`src/rtl/optflow_pkg.sv`:
```
// rtl/optflow_pkg.sv - shared widths, accumulator state enum and saturating add
package optflow_pkg;

  localparam int GRAD_WIDTH_DEF  = 8;
  localparam int ACCUM_WIDTH_DEF = 32;
  localparam int NUM_PRODUCTS    = 5;

  typedef enum logic [1:0] {
    ST_IDLE  = 2'd0,
    ST_ACCUM = 2'd1,
    ST_EMIT  = 2'd2
  } acc_state_e;

  // Adds two sign-extended operands and clamps the result to a signed range
  // of 'width' bits; the result stays sign-extended to 64 bits.
  function automatic logic signed [63:0] sat_add(
    input logic signed [63:0] a,
    input logic signed [63:0] b,
    input int                 width
  );
    logic signed [63:0] sum;
    logic signed [63:0] hi;
    logic signed [63:0] lo;
    sum = a + b;
    hi  = (64'sd1 <<< (width - 1)) - 64'sd1;
    lo  = -(64'sd1 <<< (width - 1));
    if (sum > hi) begin
      return hi;
    end else if (sum < lo) begin
      return lo;
    end
    return sum;
  endfunction

endpackage

```
`src/rtl/window_accumulator_if.sv`:
```
// rtl/window_accumulator_if.sv - gradient stream in, window sums out
interface window_accumulator_if
  import optflow_pkg::*;
#(
  parameter int GRAD_WIDTH  = GRAD_WIDTH_DEF,
  parameter int ACCUM_WIDTH = ACCUM_WIDTH_DEF
);
  logic signed [GRAD_WIDTH-1:0]  grad_Ix;
  logic signed [GRAD_WIDTH-1:0]  grad_Iy;
  logic signed [GRAD_WIDTH-1:0]  grad_It;
  logic                          grad_valid;
  logic                          window_clear;
  logic signed [ACCUM_WIDTH-1:0] sum_IxIx;
  logic signed [ACCUM_WIDTH-1:0] sum_IyIy;
  logic signed [ACCUM_WIDTH-1:0] sum_IxIy;
  logic signed [ACCUM_WIDTH-1:0] sum_IxIt;
  logic signed [ACCUM_WIDTH-1:0] sum_IyIt;
  logic                          accum_valid;
  logic                          sat_flag;
  logic                          busy;

  // Gradient source side
  modport master (
    output grad_Ix, grad_Iy, grad_It, grad_valid, window_clear,
    input  sum_IxIx, sum_IyIy, sum_IxIy, sum_IxIt, sum_IyIt,
    input  accum_valid, sat_flag, busy
  );

  // Accumulator side
  modport slave (
    input  grad_Ix, grad_Iy, grad_It, grad_valid, window_clear,
    output sum_IxIx, sum_IyIy, sum_IxIy, sum_IxIt, sum_IyIt,
    output accum_valid, sat_flag, busy
  );
endinterface

```
`src/rtl/window_accumulator_product_stage.sv`:
```
// rtl/window_accumulator_product_stage.sv - product registers, sample counter, last-sample tag
module grad_product_stage
  import optflow_pkg::*;
#(
  parameter int GRAD_WIDTH = GRAD_WIDTH_DEF,
  parameter int N_SAMPLES  = 25
) (
  input  logic                           clk,
  input  logic                           rst,
  input  logic                           i_valid,
  input  logic                           i_clear,
  input  logic signed [GRAD_WIDTH-1:0]   i_ix,
  input  logic signed [GRAD_WIDTH-1:0]   i_iy,
  input  logic signed [GRAD_WIDTH-1:0]   i_it,
  output logic                           o_p_valid,
  output logic                           o_p_last,
  output logic signed [2*GRAD_WIDTH-1:0] o_prod [NUM_PRODUCTS],
  output logic                           o_cnt_nonzero
);
  localparam int PW    = 2 * GRAD_WIDTH;
  localparam int CNT_W = (N_SAMPLES > 1) ? $clog2(N_SAMPLES) : 1;
  localparam logic [CNT_W-1:0] CNT_LAST = CNT_W'(N_SAMPLES - 1);

  logic [CNT_W-1:0]     r_cnt;
  logic signed [PW-1:0] w_ix;
  logic signed [PW-1:0] w_iy;
  logic signed [PW-1:0] w_it;
  logic signed [PW-1:0] w_prod [NUM_PRODUCTS];

  // Widen operands first so each multiply is full-precision at product width
  assign w_ix = {{GRAD_WIDTH{i_ix[GRAD_WIDTH-1]}}, i_ix};
  assign w_iy = {{GRAD_WIDTH{i_iy[GRAD_WIDTH-1]}}, i_iy};
  assign w_it = {{GRAD_WIDTH{i_it[GRAD_WIDTH-1]}}, i_it};

  assign w_prod[0] = w_ix * w_ix;
  assign w_prod[1] = w_iy * w_iy;
  assign w_prod[2] = w_ix * w_iy;
  assign w_prod[3] = w_ix * w_it;
  assign w_prod[4] = w_iy * w_it;

  assign o_cnt_nonzero = (r_cnt != '0);

  // Capture products per accepted sample; clear beats a coincident sample
  always_ff @(posedge clk or posedge rst) begin
    if (rst) begin
      r_cnt     <= '0;
      o_p_valid <= 1'b0;
      o_p_last  <= 1'b0;
      for (int k = 0; k < NUM_PRODUCTS; k++) o_prod[k] <= '0;
    end else if (i_clear) begin
      r_cnt     <= '0;
      o_p_valid <= 1'b0;
      o_p_last  <= 1'b0;
    end else if (i_valid) begin
      o_p_valid <= 1'b1;
      o_p_last  <= (r_cnt == CNT_LAST);
      r_cnt     <= (r_cnt == CNT_LAST) ? '0 : r_cnt + 1'b1;
      for (int k = 0; k < NUM_PRODUCTS; k++) o_prod[k] <= w_prod[k];
    end else begin
      o_p_valid <= 1'b0;
      o_p_last  <= 1'b0;
    end
  end
endmodule

```
`src/rtl/window_accumulator.sv`:
```
// rtl/window_accumulator.sv - structure-tensor window accumulator feeding the flow solver
module window_accumulator
  import optflow_pkg::*;
#(
  parameter int GRAD_WIDTH  = GRAD_WIDTH_DEF,
  parameter int ACCUM_WIDTH = ACCUM_WIDTH_DEF,
  parameter int WINDOW_SIZE = 5
) (
  input logic                clk,
  input logic                rst,
  window_accumulator_if.slave bus
);
  localparam int N  = WINDOW_SIZE * WINDOW_SIZE;
  localparam int PW = 2 * GRAD_WIDTH;

  acc_state_e                    r_state;
  acc_state_e                    w_state_next;
  logic                          w_p_valid;
  logic                          w_p_last;
  logic                          w_cnt_nonzero;
  logic                          w_emit;
  logic                          w_accum_valid;
  logic signed [PW-1:0]          w_prod     [NUM_PRODUCTS];
  logic signed [ACCUM_WIDTH-1:0] r_sum      [NUM_PRODUCTS];
  logic signed [ACCUM_WIDTH-1:0] r_out      [NUM_PRODUCTS];
  logic signed [ACCUM_WIDTH-1:0] w_sum_next [NUM_PRODUCTS];
  logic signed [63:0]            w_a        [NUM_PRODUCTS];
  logic signed [63:0]            w_b        [NUM_PRODUCTS];
  logic signed [63:0]            w_sat      [NUM_PRODUCTS];
  logic [NUM_PRODUCTS-1:0]       w_clip;
  logic                          r_sat_sticky;
  logic                          r_sat_flag;

  grad_product_stage #(
    .GRAD_WIDTH (GRAD_WIDTH),
    .N_SAMPLES  (N)
  ) u_prod (
    .clk           (clk),
    .rst           (rst),
    .i_valid       (bus.grad_valid),
    .i_clear       (bus.window_clear),
    .i_ix          (bus.grad_Ix),
    .i_iy          (bus.grad_Iy),
    .i_it          (bus.grad_It),
    .o_p_valid     (w_p_valid),
    .o_p_last      (w_p_last),
    .o_prod        (w_prod),
    .o_cnt_nonzero (w_cnt_nonzero)
  );

  // Saturating running sum per product; a clip is any result the clamp changed
  for (genvar k = 0; k < NUM_PRODUCTS; k++) begin : g_sum
    assign w_a[k]        = {{(64-ACCUM_WIDTH){r_sum[k][ACCUM_WIDTH-1]}}, r_sum[k]};
    assign w_b[k]        = {{(64-PW){w_prod[k][PW-1]}}, w_prod[k]};
    assign w_sat[k]      = sat_add(w_a[k], w_b[k], ACCUM_WIDTH);
    assign w_clip[k]     = (w_sat[k] != (w_a[k] + w_b[k]));
    assign w_sum_next[k] = w_sat[k][ACCUM_WIDTH-1:0];
  end

  // A clear in the same cycle suppresses the pending emission
  assign w_emit = w_p_valid && w_p_last && !bus.window_clear;

  // State register
  always_ff @(posedge clk or posedge rst) begin
    if (rst) r_state <= ST_IDLE;
    else     r_state <= w_state_next;
  end

  // Next-state: clear dominates, then emission, then accumulation
  always_comb begin
    w_state_next = r_state;
    if (bus.window_clear) begin
      w_state_next = ST_IDLE;
    end else if (w_emit) begin
      w_state_next = ST_EMIT;
    end else if (w_p_valid) begin
      w_state_next = ST_ACCUM;
    end else if (r_state == ST_EMIT) begin
      w_state_next = ST_IDLE;
    end
  end

  // State-decoded outputs
  always_comb begin
    w_accum_valid = 1'b0;
    if (r_state == ST_EMIT) w_accum_valid = 1'b1;
  end

  // Running sums, sticky saturation and the held output registers
  always_ff @(posedge clk or posedge rst) begin
    if (rst) begin
      for (int k = 0; k < NUM_PRODUCTS; k++) begin
        r_sum[k] <= '0;
        r_out[k] <= '0;
      end
      r_sat_sticky <= 1'b0;
      r_sat_flag   <= 1'b0;
    end else if (bus.window_clear) begin
      for (int k = 0; k < NUM_PRODUCTS; k++) r_sum[k] <= '0;
      r_sat_sticky <= 1'b0;
    end else if (w_emit) begin
      for (int k = 0; k < NUM_PRODUCTS; k++) begin
        r_out[k] <= w_sum_next[k];
        r_sum[k] <= '0;
      end
      r_sat_flag   <= r_sat_sticky | (|w_clip);
      r_sat_sticky <= 1'b0;
    end else if (w_p_valid) begin
      for (int k = 0; k < NUM_PRODUCTS; k++) r_sum[k] <= w_sum_next[k];
      r_sat_sticky <= r_sat_sticky | (|w_clip);
    end
  end

  assign bus.sum_IxIx    = r_out[0];
  assign bus.sum_IyIy    = r_out[1];
  assign bus.sum_IxIy    = r_out[2];
  assign bus.sum_IxIt    = r_out[3];
  assign bus.sum_IyIt    = r_out[4];
  assign bus.sat_flag    = r_sat_flag;
  assign bus.accum_valid = w_accum_valid;
  assign bus.busy        = (r_state != ST_IDLE) || w_p_valid || w_cnt_nonzero;
endmodule

```
`src/flat_wrapper.sv`:
```
// flat-port wrapper written by rule: the top's interface ports become plain ports
module window_accumulator_flat import optflow_pkg::*;
#(
  parameter int GRAD_WIDTH  = GRAD_WIDTH_DEF,
  parameter int ACCUM_WIDTH = ACCUM_WIDTH_DEF,
  parameter int WINDOW_SIZE = 5
)
  (clk, rst, bus_grad_Ix, bus_grad_Iy, bus_grad_It, bus_grad_valid, bus_window_clear, bus_sum_IxIx, bus_sum_IyIy, bus_sum_IxIy, bus_sum_IxIt, bus_sum_IyIt, bus_accum_valid, bus_sat_flag, bus_busy);
  window_accumulator_if #(.GRAD_WIDTH(GRAD_WIDTH), .ACCUM_WIDTH(ACCUM_WIDTH)) bus_i ();
  input logic clk;
  input logic rst;
  input wire logic [$bits(bus_i.grad_Ix)-1:0] bus_grad_Ix;
  input wire logic [$bits(bus_i.grad_Iy)-1:0] bus_grad_Iy;
  input wire logic [$bits(bus_i.grad_It)-1:0] bus_grad_It;
  input wire logic [$bits(bus_i.grad_valid)-1:0] bus_grad_valid;
  input wire logic [$bits(bus_i.window_clear)-1:0] bus_window_clear;
  output wire logic [$bits(bus_i.sum_IxIx)-1:0] bus_sum_IxIx;
  output wire logic [$bits(bus_i.sum_IyIy)-1:0] bus_sum_IyIy;
  output wire logic [$bits(bus_i.sum_IxIy)-1:0] bus_sum_IxIy;
  output wire logic [$bits(bus_i.sum_IxIt)-1:0] bus_sum_IxIt;
  output wire logic [$bits(bus_i.sum_IyIt)-1:0] bus_sum_IyIt;
  output wire logic [$bits(bus_i.accum_valid)-1:0] bus_accum_valid;
  output wire logic [$bits(bus_i.sat_flag)-1:0] bus_sat_flag;
  output wire logic [$bits(bus_i.busy)-1:0] bus_busy;
  assign bus_i.grad_Ix = bus_grad_Ix;
  assign bus_i.grad_Iy = bus_grad_Iy;
  assign bus_i.grad_It = bus_grad_It;
  assign bus_i.grad_valid = bus_grad_valid;
  assign bus_i.window_clear = bus_window_clear;
  assign bus_sum_IxIx = bus_i.sum_IxIx;
  assign bus_sum_IyIy = bus_i.sum_IyIy;
  assign bus_sum_IxIy = bus_i.sum_IxIy;
  assign bus_sum_IxIt = bus_i.sum_IxIt;
  assign bus_sum_IyIt = bus_i.sum_IyIt;
  assign bus_accum_valid = bus_i.accum_valid;
  assign bus_sat_flag = bus_i.sat_flag;
  assign bus_busy = bus_i.busy;
  window_accumulator #(.GRAD_WIDTH(GRAD_WIDTH), .ACCUM_WIDTH(ACCUM_WIDTH), .WINDOW_SIZE(WINDOW_SIZE)) u_core (.clk(clk), .rst(rst), .bus(bus_i));
endmodule
```
`config.mk`:
```
export PLATFORM = sky130hd
export DESIGN_NAME = window_accumulator_flat
export DESIGN_NICKNAME = d
export VERILOG_FILES = /design/src/rtl/optflow_pkg.sv /design/src/rtl/window_accumulator_if.sv /design/src/rtl/window_accumulator_product_stage.sv /design/src/rtl/window_accumulator.sv /design/src/flat_wrapper.sv
export SDC_FILE = /design/constraint.sdc
export NUM_CORES = 2
export LEC_CHECK = 0
export CAP_MARGIN = 10
export CORE_MARGIN = 5
export CORE_UTILIZATION = 40
export CTS_BUF_LIST = sky130_fd_sc_hd__clkbuf_16
export DETAILED_ROUTE_END_ITERATION = 7
export GPL_TIMING_DRIVEN = 0
export PLACE_DENSITY_LB_ADDON = 0.05
export SYNTH_ARGS = -nofsm -noshare
export SYNTH_HDL_FRONTEND = slang
export SYNTH_SLANG_ARGS = --single-unit
export TNS_END_PERCENT = 5
```
`constraint.sdc`:
```
create_clock -name clk -period 15.9 [get_ports clk]
set_input_delay 1.59 -clock clk [delete_from_list [all_inputs] [get_ports clk]]
set_output_delay 1.59 -clock clk [all_outputs]
set_load 0.05 [all_outputs]
```
* Word-level counts from Yosys, hierarchy flattened
Index checks and enable logic that the tools add are counted.
** Storage, ports and cells
- Register bits :: 411
- Bits of input ports :: 28
- Output and inout port bits :: 163
** Operators by class
- $add $sub $neg :: 6
- Multiply operators :: 5
- Order comparisons :: 10
- Equality and inequality tests :: 7
- Multiplexer cells :: 43
- Bitwise logic cells :: 2
- Reductions and logical operators :: 13
** Operators with widths (number)
- two-way mux 64 bit :: 15
- two-way mux 160 bit :: 3
- greater-than comparator 64 x 32 -> 1 bit, second input constant :: 5
- less-than comparator 64 x 32 -> 1 bit, second input constant :: 5
- != test 64 bit :: 5
- adder 32 x 16 -> 33 bit :: 5
- multiplier 8 x 8 -> 16 bit :: 5
- two-way mux 1 bit :: 18
- two-way mux 5 bit :: 3
- two-way mux 2 bit :: 4
- adder 5 x 1 -> 5 bit, second input constant :: 1
- equality test 5 bit, second input constant :: 1
- nonzero test 5 bit :: 1
- OR reduction 5 bit :: 1
- AND reduction 2 bit :: 2
- nonzero test 2 bit :: 2
- nonzero test 4 bit :: 1
- nonzero test 3 bit :: 1
- equality test 2 bit, second input constant :: 1
- logical AND 1 bit :: 2
- logical OR 1 bit :: 2
- zero test 1 bit :: 1
- NOT 1 bit :: 1
- bitwise OR 1 bit :: 1

* Depth between registers and ports, before layout
- Word-level depth :: 11
- Mapped depth :: 24
- Depth with buffers taken out :: 22

* Modules after synthesis
From an unflattened synthesis, not the netlist that was laid out.
** Unflattened totals
- Cell total of the unflattened synthesis :: 4123
- Area total of the unflattened synthesis :: 35728.0 um^2
** Modules (own cells, without submodules)
- window_accumulator :: instances 1, cells an instance 2415, area each 20577.2 um^2, sequential area each 8107.8 um^2
- grad_product_stage :: instances 1, cells an instance 1708, area each 15150.8 um^2, sequential area each 2127.0 um^2

* Worst setup path before layout
OpenSTA, ideal clock, no wires.
- Path kind :: input-to-reg
- From :: input bus_grad_Iy[2]
- To :: register u_core.u_prod.o_prod[14] in the netlist's numbering
- Setup time :: 0.069 ns
- Arrival time :: 5.891 ns
- Required time :: 15.831 ns
- Slack :: 9.940 ns
- Stages on the path :: 18
- Cell sequence :: clkbuf_1 -> clkbuf_1 -> nand2_1 -> fa_1 -> fa_1 -> inv_1 -> fa_1 -> fa_1 -> ha_1 -> o21ai_0 -> a21oi_1 -> o21ai_0 -> nand2b_1 -> a21o_1 -> a21o_1 -> a21oi_1 -> or4b_2 -> nand3_1
** On the way
- Cells in the longest elaborated chain, start to end :: 1
** RTL lines
- start, declared :: line flat_wrapper.sv:13 : input wire logic [$bits(bus_i.grad_Iy)-1:0] bus_grad_Iy;
- multiplier 8 x 8 -> 16 bit :: line window_accumulator_product_stage.sv:39 : assign w_prod[4] = w_iy * w_it;
- end, declared :: line window_accumulator_product_stage.sv:17 : output logic signed [2*GRAD_WIDTH-1:0] o_prod [NUM_PRODUCTS],
No other way between the ends.
A chain may end at the register's enable or synchronous reset.

* Worst setup path in the final report
- From :: input bus_grad_Iy[0]
- To :: register u_core.u_prod.o_prod[63] in the netlist's numbering
** On the way
- Cells in the longest elaborated chain, start to end :: 1
** RTL lines
- multiplier 8 x 8 -> 16 bit :: line window_accumulator_product_stage.sv:36 : assign w_prod[1] = w_iy * w_iy;
No other way between the ends.

==> results <==
- Timing would allow up to 0.1446 GHz.
- The clock-pin slew reported for the worst setup and hold paths after clock tree synthesis is 0.08 ns.
- Cells with a size suffix above 1 make up 4.323% of the layout.
- The first detailed-routing pass ran for 5 iterations.
- The endpoint class of the critical path is a flop.
- Setup violations remaining at the end of the flow were counted as 0.
- The smallest clock period supported by the final layout is computed as 6.916 ns.
- The tool flagged a number of max-cap violations equal to 0.
- The number of setup buffers added after CTS is 0.
- After synthesis the netlist holds a flip-flop and latch count of 409.
- Entering global routing, the biggest net connects 114 pins.
- Walking the worst path, the cells encountered are clkdlybuf4s50_1 -> clkbuf_1 -> and2_1 -> ha_1 -> a21oi_1 -> fa_1 -> inv_1 -> ha_1 -> inv_1 -> fa_1 -> inv_1 -> ha_1 -> a21o_1 -> a21oi_1 -> o21ai_0 -> a21oi_1 -> o21bai_1 -> a211oi_1 -> o21bai_1 -> a21oi_1 -> xnor2_1 -> o21ai_0.
- Summed over all cells, the static leakage comes to 0.01949 uW.
- Leaving out fill and tap cells, the most frequent cells in the layout are sky130_fd_sc_hd__nand2_1 (605), sky130_fd_sc_hd__dfrtp_1 (409), sky130_fd_sc_hd__inv_1 (361), sky130_fd_sc_hd__o21ai_0 (360), sky130_fd_sc_hd__ha_1 (297).
- The kind of cell with the highest combined delay on the critical path is compound AO/OA/AOI/OAI gates.
- The worst setup slack before clock tree synthesis is 8.310 ns.
- The critical path contains buffers and inverters numbering 5 combined.
- The required time reported for the critical path endpoint is 16.37 ns.
- The final layout net count is 4825.
- After detailed routing, the number of vias per cell comes to 5.308.
- Power spread over the standard cell area amounts to 160.4 mW/mm^2.
- Counting every net in the synthesized netlist gives 4582.
- The cell repeated most along the worst path is sky130_fd_sc_hd__a21oi_1.
- The number of standard-cell rows in the floorplan is 109.
- The type of the worst min-delay path is flop to flop.
- After synthesis, the mean cell area works out to 8.840 um^2.
- The port buffer count is 187.
- The nature of the critical path startpoint is an input port.
- The number of different library cells used by synthesis comes to 89.
- The initial antenna violation count is 4.
- TritonCTS built the clock tree.
- Across the VDD grid, the largest voltage drop is 0.1044 mV.
- The number of DRC violations after detailed routing is 0.
- The floorplan step defined a core boundary enclosing 0.08797 mm^2.
- The most used flip-flop cell after synthesis is sky130_fd_sc_hd__dfrtp_1.
- For this design, the CTS-stage hold fixing added 0 buffers.
- The worst path meets setup with 8.984 ns of slack.
- Setup repair after global routing left no endpoint under its margin.
- The wire length of the first global-routing pass is 174.4 mm.
- Data arrives at the worst endpoint at 7.38 ns.
- Routability-driven placement finished with a final weighted congestion of 0.9047.
- In the finished design, the share of the clock period the worst path needs comes to 43.50%.
- The flow ran to the end, and the final reports show no timing, DRC or antenna violations.
- The worst setup path is of the input port to flop kind.
- The residual overflow from global routing is 0.
- The full die area is 0.09431 mm^2.
- Measured along the x axis, the die boundary spans 307.1 um.
- The proportion of synthesized chip area in sequential cells is 28.99%.
- The clock tree skew after final layout is 0.02681 ns.
- The hold violation count in the final report is 0.
- The via count of the first global-routing pass is 29130.
- The via total after detailed routing is 28901.
- The largest fanout on the critical path is 10.
- Counting flops with an async set or reset pin after synthesis yields a share of 100.0%.
- The total routed wirelength is 111.6 mm.
- The source-to-sink clock delay at the later pin of the worst-skew pair is 0.61 ns.
- The cell area that synthesis handed to floorplanning was 0.03531 mm^2.
- The post-cts repair resize count is 0.
- Counting every instance in the synthesized netlist gives 3994.
- The minimum setup slack among reg-to-reg paths is 11.28 ns.
- The biggest cell delay along the critical path is 0.87 ns.
- Dividing the detail-routed wire length by the instance count gives 20.49 um.
- The most common library cell in the layout ignoring fill and taps is sky130_fd_sc_hd__nand2_1.
- The largest buffer count on any clock path is 3.
- The clock tree synthesis step divided the H-tree into 2 levels.
- The count of antenna-violating nets left after detailed routing is 0.
- For this design the top-level I/O count stands at 191.
- The detailed placement HPWL is 86.79 mm.
- The starting density of the core is 40.14%.
- Among all stages on the critical path, the largest delay is contributed by sky130_fd_sc_hd__clkdlybuf4s50_1.
- At the pin with the least slew margin, the transition time is 1.209 ns.
- From synthesis to final layout, the design area changed by 14.79%.
- The DRC violation total after the first TritonRoute iteration is 1834.
- The die is 307.1 um tall.
- During synthesis, Yosys emitted a total of 0 warnings.
- The final-report max-slew violation count was 0.
- The completed layout was analyzed and its total power is 6502 uW.
- The overall fraction of global-route tracks in use is 23.54%.
- The total number of clock tree sinks is 409.
- The cell at the root of the clock tree is sky130_fd_sc_hd__clkbuf_16.
- The synthesized design contains 0 enable-type register cells.
- TritonCTS created 50 clock buffers.
- The relative slew slack is 19.40%.
## cells in the mapped netlist (5+ instances only)
cell type | n | area [um^2]
sky130_fd_sc_hd__or3_1 | 6 | 37.54
sky130_fd_sc_hd__nor3b_1 | 9 | 67.56
sky130_fd_sc_hd__nor4b_1 | 5 | 43.79
sky130_fd_sc_hd__a21o_1 | 92 | 690.7
sky130_fd_sc_hd__a22o_1 | 37 | 324.1
sky130_fd_sc_hd__inv_1 | 356 | 1336
sky130_fd_sc_hd__a31oi_1 | 25 | 156.4
sky130_fd_sc_hd__o211ai_1 | 14 | 105.1
sky130_fd_sc_hd__nor3_1 | 37 | 185.2
sky130_fd_sc_hd__a211oi_1 | 21 | 157.7
sky130_fd_sc_hd__o21ai_1 | 21 | 105.1
sky130_fd_sc_hd__o21bai_1 | 25 | 187.7
sky130_fd_sc_hd__xor2_1 | 67 | 586.8
sky130_fd_sc_hd__xnor2_1 | 145 | 1270
sky130_fd_sc_hd__fa_1 | 263 | 5265
sky130_fd_sc_hd__a211o_1 | 5 | 43.79
sky130_fd_sc_hd__o21ai_0 | 360 | 1802
sky130_fd_sc_hd__nand4_1 | 30 | 187.7
sky130_fd_sc_hd__nor2b_1 | 28 | 175.2
sky130_fd_sc_hd__a21boi_0 | 6 | 45.04
sky130_fd_sc_hd__and2_1 | 152 | 950.9
sky130_fd_sc_hd__o21a_1 | 18 | 135.1
sky130_fd_sc_hd__mux2i_1 | 5 | 50.05
sky130_fd_sc_hd__nand2b_1 | 54 | 337.8
sky130_fd_sc_hd__ha_1 | 297 | 3716
sky130_fd_sc_hd__o31ai_1 | 42 | 315.3
sky130_fd_sc_hd__and3_1 | 21 | 131.4
sky130_fd_sc_hd__nand3_1 | 56 | 280.3
sky130_fd_sc_hd__a221oi_1 | 10 | 87.58
sky130_fd_sc_hd__o21ai_2 | 32 | 280.3
sky130_fd_sc_hd__dfrtp_1 | 409 | 10230
sky130_fd_sc_hd__or2_2 | 10 | 62.56
sky130_fd_sc_hd__buf_2 | 14 | 70.07
sky130_fd_sc_hd__nand2_1 | 605 | 2271
sky130_fd_sc_hd__a21oi_1 | 214 | 1071
sky130_fd_sc_hd__nor2_1 | 222 | 833.3
sky130_fd_sc_hd__clkbuf_1 | 165 | 619.3
## per-stage QoR
stage | cells | hold slack (ns) | utilization (%) | instance area [um^2] | setup TNS (ns)
5_1_grt | 5445 | 0.4961 | 46.07 | 40530 | 0
3_3_place_gp | 5346 | 0.4620 | 43.92 | 38640 | -1298.23
4_1_cts | 5444 | 0.4821 | 46.07 | 40530 | 0
2_1_floorplan | 3994 | 0.4453 | - | 35310 | 0
6_report | 5445 | 0.4741 | 46.07 | 40530 | 0
3_5_place_dp | 5350 | 0.4692 | 44.04 | 38740 | 0
## metal layers
layer | routed length (um) | GRT usage (%) | vias up
li1 | - | - | 13956
met1 | 53440 | 33.95 | 14263
met2 | 50670 | 38.34 | 566
met3 | 4694 | 2.775 | 116
met4 | 2784 | 5.371 | 0
met5 | 0 | 0 | -
## report_power, final
group	internal (uW)	switching [uW]	leakage, uW
combinational	1440	2360	0.0131
sequential	1220	218	0.00554
clock	764	490	0.000897
total	3430	3070	0.0195
## cells by family after synthesis
kind of cell | share of synthesized area, %
and+or+nand+nor | 16.43
muxes | 0.3331
adders and majority gates | 25.47
xor gates and xnor gates | 5.305
DFF | 28.99
AOI/OAI and AO/OA | 17.48
buffers and inverters | 5.996
## worst paths after layout
check | start | end | cells past startpoint
min reg2reg | u_core.bus.sum_IxIy[26] | u_core.bus.sum_IxIy[26] | 2
min | u_core.bus.sum_IxIy[26] | u_core.bus.sum_IxIy[26] | 2
max in group asynchronous | rst | u_core.bus.sum_IyIy[11] | 5
min in group asynchronous | rst | u_core.bus.sum_IxIx[14] | 2
max reg2reg | u_core.u_prod.o_prod[15] | u_core.r_sum[9] | 12
max | bus_grad_Iy[0] | u_core.u_prod.o_prod[63] | 22
## registers in the layout, summed over array words and instances (netlist names)
name                     flops
u_core.bus.sat_flag          1
u_core.bus.sum_IxIx         32
u_core.r_state               2
u_core.r_sum               160
u_core.bus.sum_IxIt         32
u_core.u_prod.o_p_last       1
u_core.u_prod.o_p_valid      1
u_core.bus.sum_IyIy         32
u_core.r_sat_sticky          1
u_core.bus.sum_IxIy         32
u_core.u_prod.o_prod        78
u_core.u_prod.r_cnt          5
u_core.bus.sum_IyIt         32
## worst reg2reg max path, delay by kind of cell (launching register included)
kind / cells / cell delay, ns
simple gates: 3 / 0.60
compound gates: 7 / 1.99
flops: 1 / 0.96
buf+inv: 1 / 0.46
fa+ha+maj: 1 / 0.45
## layout make-up
| type | count | area, um^2 |
|---|---|---|
| tap | 1165 | 1458 |
| inverter | 356 | 1344 |
| antenna | 1 | 2.502 |
| buffer | 191 | 780.7 |
| multi-input combinational | 3038 | 22960 |
| clock buffer | 53 | 1326 |
| clock inverter | 41 | 456.7 |
| sequential | 409 | 10230 |
| fill | 8864 | 47440 |
| timing repair buffer | 191 | 1966 |
Note: power is estimated with default switching activity, not from simulation.
